### src/rtl/sar_pkg.sv
// sar_pkg: shared FSM state type, default resolution and bit-index width helper for sar_logic.
package sar_pkg;
  typedef enum logic [1:0] {IDLE, SAMPLE, CONVERT, DONE} state_t;
  localparam int SAR_WIDTH_DEF = 8;
  function automatic int idx_w(input int w);
    return $clog2(w);
  endfunction
endpackage

### src/rtl/sar_logic.sv
// sar_logic: MSB-first successive-approximation register driving the DAC and latching the result.
// Define SAR_RESTART_EN to let conv_start abort and restart a conversion in progress.
module sar_logic
  import sar_pkg::*;
#(
  parameter int WIDTH = SAR_WIDTH_DEF
) (
  input  logic             clk,
  input  logic             reset_n,
  input  logic             conv_start,
  input  logic             comp_in,
  output logic [WIDTH-1:0] dac_code,
  output logic [WIDTH-1:0] result,
  output logic             busy,
  output logic             done
);
  localparam int IW = idx_w(WIDTH);
  localparam logic [IW-1:0] TOP = IW'(WIDTH - 1);
  state_t state;
  logic [IW-1:0] bit_idx;
  logic [WIDTH-1:0] code_nxt;
  logic restart;
`ifdef SAR_RESTART_EN
  assign restart = conv_start && (state == SAMPLE || state == CONVERT);
`else
  assign restart = 1'b0;
`endif
  // Resolve the current bit and raise the next trial bit in one step.
  always_comb begin
    code_nxt = dac_code;
    if (!comp_in) code_nxt[bit_idx] = 1'b0;
    if (bit_idx != '0) code_nxt[bit_idx - 1'b1] = 1'b1;
  end
  always_ff @(posedge clk or negedge reset_n) begin
    if (!reset_n) begin
      state    <= IDLE;
      dac_code <= '0;
      result   <= '0;
      bit_idx  <= '0;
      busy     <= 1'b0;
      done     <= 1'b0;
    end else if (restart) begin
      state    <= SAMPLE;
      dac_code <= '0;
    end else begin
      case (state)
        IDLE: if (conv_start) begin
          state    <= SAMPLE;
          dac_code <= '0;
          busy     <= 1'b1;
        end
        SAMPLE: begin
          state    <= CONVERT;
          dac_code <= {1'b1, {(WIDTH-1){1'b0}}};
          bit_idx  <= TOP;
        end
        CONVERT: begin
          dac_code <= code_nxt;
          if (bit_idx == '0) begin
            state  <= DONE;
            result <= code_nxt;
            busy   <= 1'b0;
            done   <= 1'b1;
          end else begin
            bit_idx <= bit_idx - 1'b1;
          end
        end
        default: begin
          done  <= 1'b0;
          state <= conv_start ? SAMPLE : IDLE;
          if (conv_start) begin
            dac_code <= '0;
            busy     <= 1'b1;
          end
        end
      endcase
    end
  end
endmodule
### config.mk
export PLATFORM = sky130hd
export DESIGN_NAME = sar_logic
export DESIGN_NICKNAME = d
export VERILOG_FILES = /design/src/rtl/sar_pkg.sv /design/src/rtl/sar_logic.sv
export SDC_FILE = /design/constraint.sdc
export NUM_CORES = 1
export LEC_CHECK = 0
export ABC_CLOCK_PERIOD_IN_PS = 2000
export CAP_MARGIN = 30
export CORE_ASPECT_RATIO = 0.6
export CORE_MARGIN = 1
export CORE_UTILIZATION = 51
export CTS_CLUSTER_DIAMETER = 30
export DETAILED_ROUTE_END_ITERATION = 12
export PLACE_DENSITY_LB_ADDON = 0.2
export SETUP_SLACK_MARGIN = 0.02
export SLEW_MARGIN = 20
export SYNTH_ARGS = -nofsm -noshare
export SYNTH_HDL_FRONTEND = slang
export SYNTH_SLANG_ARGS = --single-unit
### constraint.sdc
create_clock -name clk -period 2 [get_ports clk]
set_input_delay 0.5 -clock clk [delete_from_list [all_inputs] [get_ports clk]]
set_output_delay 0.5 -clock clk [all_outputs]
set_load 0.005 [all_outputs]
==> metrics.md, run 1 <==
| Metric | Value |
|---|---|
| Clk_lat worst skew | `0.27 ns` |
| Top cells by area, synth | `dfrtp_1 47%, ha_1 6.1%, a21oi_1 3.7%` |
| Mapped Avg Cell Area | `10.3 µm²` |
| GR Util met3 | `7.95%` |
| HP Class | `reg2reg` |
| Post-CTS setup buffers | `0` |
| Number of synthesized flops with an enable pin | `0` |
| Count of final hold-check violations | `0` |
| Detailed placement HPWL | `1950 µm` |
| Synth Net Count | `130` |
| Cts hold-fix bufs | `0` |
| Die Y | `40.1 µm` |
| PortBufs | `21` |
| WHS | `0.491 ns` |
| Yosys cell types | `36` |
| Vias per cell | `6.08` |
| Crit end category | `flip-flop` |
| CTS sink count | `23` |
| Total wire length | `2720 µm` |
| Critical-path cell list | `inv_1 > ha_1 > nand2_1 > or3_1 > o2bb2ai_1` |
| Met2 GRT Util | `35.6%` |
| Layout cells sized above 1 | `11.0%` |
| Warnings, synthesis | `0` |
| Top Usage Layer GRT | `met2` |
| Initial antenna violation count | `0` |
| Yosys top cell by area | `dfrtp_1` |
| CTS tree | `built` |
| VDD IR max | `0.662 mV` |
| Total Die Area | `2630 µm²` |
| Setup TNS | `0 ns` |
| 1st-iter DRT viols | `70` |
| Die X | `65.5 µm` |
| R2r setup slk | `0.24 ns` |
| Max_cap viols | `0` |
| Req. time, crit path | `2.19 ns` |
| # H-tree levels | `1` |
| Ports | `22` |
| P&R area growth vs syn | `24.2%` |
| Startpoint types | `flip-flop` |
| GPL Wtd Cong | `0.937` |
| First-pass DRT Iterations | `4` |
| Setup ws final | `0.237 ns` |
| Static leakage | `0.639 nW` |
| Setup CP Type | `reg2reg` |
| Ant. Diodes | `0` |
| Clock Path Buffers | `2` |
| Post-DRT Antenna Nets | `0` |
| Final Setup Violations | `0` |
| Worst-Margin Slew | `0.422 ns` |
| Outcome | `completed` |
| First-pass GRT wire length | `4460 µm` |
| Clock transition at path regs | `0.08 ns` |
| Final Core Density | `68.8%` |
| Final clock skew | `0.00523 ns` |
| DRC viols | `0` |
| Top FF cell, synth | `dfrtp_1` |
| Nets | `156` |
| Arrival @ worst endpoint | `1.95 ns` |
| Overall Global Routing Usage | `23.9%` |
| CP max stage delay | `0.42 ns` |
| Pin count of the biggest net entering global routing | `24` |
| Routed length per instance | `15.6 µm` |
| Post-Syn Instances | `120` |
| Post-synthesis sequential area ratio | `46.7%` |
| Vias in the first global route | `931` |
| Post-synth ARST share | `100%` |
| Clock root buffer | `clkbuf_8` |
| Synth top area share | `46.7%` |
| Site Rows | `13` |
| Post-synthesis cell area | `1230 µm²` |
| # resized after CTS | `0` |
| Buffers & Inverters on Critical Path | `1` |
| Max-slew headroom | `71.5%` |
| Tmin final | `1.76 ns` |
| Core area | `2230 µm²` |
| M1 GR Usage | `32.5%` |
| Worst-path fanout max | `12` |
| Post-synthesis register bit count | `23` |
| Period utilization | `88.1%` |
| Routed via count | `1,064` |
| Final global-route overflow total | `0` |
| CTS Buf Count | `3` |
| Initial Util | `55.4%` |
| Non-Filler Instances | `175` |
| Pwr dens | `1140 nW/µm²` |
| Crit path max-delay family | `simple AND/OR/NAND/NOR gates` |
| Worst path slowest cell | `dfrtp_1` |
| Placed cell count | `171` |
| Fmax | `567 MHz` |
| Slew Viols, Final | `0` |
| DP Worst Slack | `0.0660 ns` |
| RSZ-0062 raised after global routing | `false` |
[worst paths after layout]
check	start	cells after the start	end
max	state[0]	5	dac_code[6]
min	result[3]	2	result[3]
max reg2reg	state[0]	5	dac_code[6]
min reg2reg	result[3]	2	result[3]
max in group asynchronous	reset_n	2	state[0]
min in group asynchronous	reset_n	2	result[3]
[synthesized netlist by cell type (2+ instances only)]
master     count
nand2_1        7
or3_1          2
clkbuf_1       2
nor2b_1        2
dfrtp_1       23
o32a_1         2
nand2b_1       2
a31oi_1        2
o2bb2ai_1      5
nor4b_1        2
nand4_1        2
nor2_1         5
o21ai_0        8
buf_4          4
a21oi_1        9
inv_1          8
ha_1           6
mux2_2         4
nor3_1         4
a22o_1         4
o22ai_1        2
[where the power goes]
group	leakage [nW]	internal [mW]	switching [mW]	total, mW
clock network	0.0228	0.142	0.144	0.286
logic	0.358	0.362	0.492	0.854
registers	0.258	0.539	0.0632	0.603
total	0.639	1.04	0.699	1.74
[metrics by stage]
| stage | total power, mW | area, µm² |
|---|---|---|
| after detailed placement | 1.44 | 1490 |
| after CTS | 1.74 | 1530 |
| after global placement | 1.41 | 1490 |
| final | 1.74 | 1530 |
| after global routing | 1.87 | 1530 |
| after floorplan | 1.19 | 1230 |
[state kept, by name (all words and copies together), names as in the netlist]
name	cells
done	1
dac_code	8
result	8
busy	1
state	2
bit_idx	3
[cell type report]
| type | count | area, µm² |
|---|---|---|
| Inverter | 8 | 30.0 |
| Tap cell | 30 | 37.5 |
| Multi-Input combinational cell | 81 | 574 |
| Clock buffer | 4 | 45.0 |
| Timing Repair Buffer | 29 | 270 |
| Fill cell | 164 | 696 |
| Sequential cell | 23 | 576 |
[cells in the final DEF (no fill, tap or decap), drive strengths merged, types with 4 or more instances in the layout]
master         instances
nor2                   5
clkbuf                 4
nor3                   4
inv                    8
dfrtp                 23
clkdlybuf4s50         21
o2bb2ai                5
ha                     6
o21ai                  8
mux2                   4
a21oi                  9
buf                    8
nand2                  7
a22o                   4
[kinds of logic (layout without fill, tap and decap cells)]
logic type,Yosys count,count (layout),share of synthesized area (%)
compound gates,34,34,18.4
simple gates,36,36,17.6
flops,23,23,46.7
fa+ha+maj,6,6,6.09
buf+inv,16,41,6.80
mux,5,5,4.46
[worst reg2reg max path: stages (launching register included)]
cell	delay [ns]
dfrtp_1	0.42
inv_1	0.10
ha_1	0.40
nand2_1	0.21
or3_1	0.39
o2bb2ai_1	0.17
[per-layer routing]
metal | up-vias | wire length [µm]
met4 | 0 | 27
met2 | 43 | 1200
li1 | 494 | -
met5 | - | 0
met1 | 522 | 1310
met3 | 5 | 177
No activity file was read; power rests on OpenSTA's default activity.
==> run 2: changes to the inputs <==
- CTS_CLUSTER_DIAMETER: 30 -> 100
==> results of run 2 <==
Same layout as run 1: the final DEF is identical, and so are final timing and power.
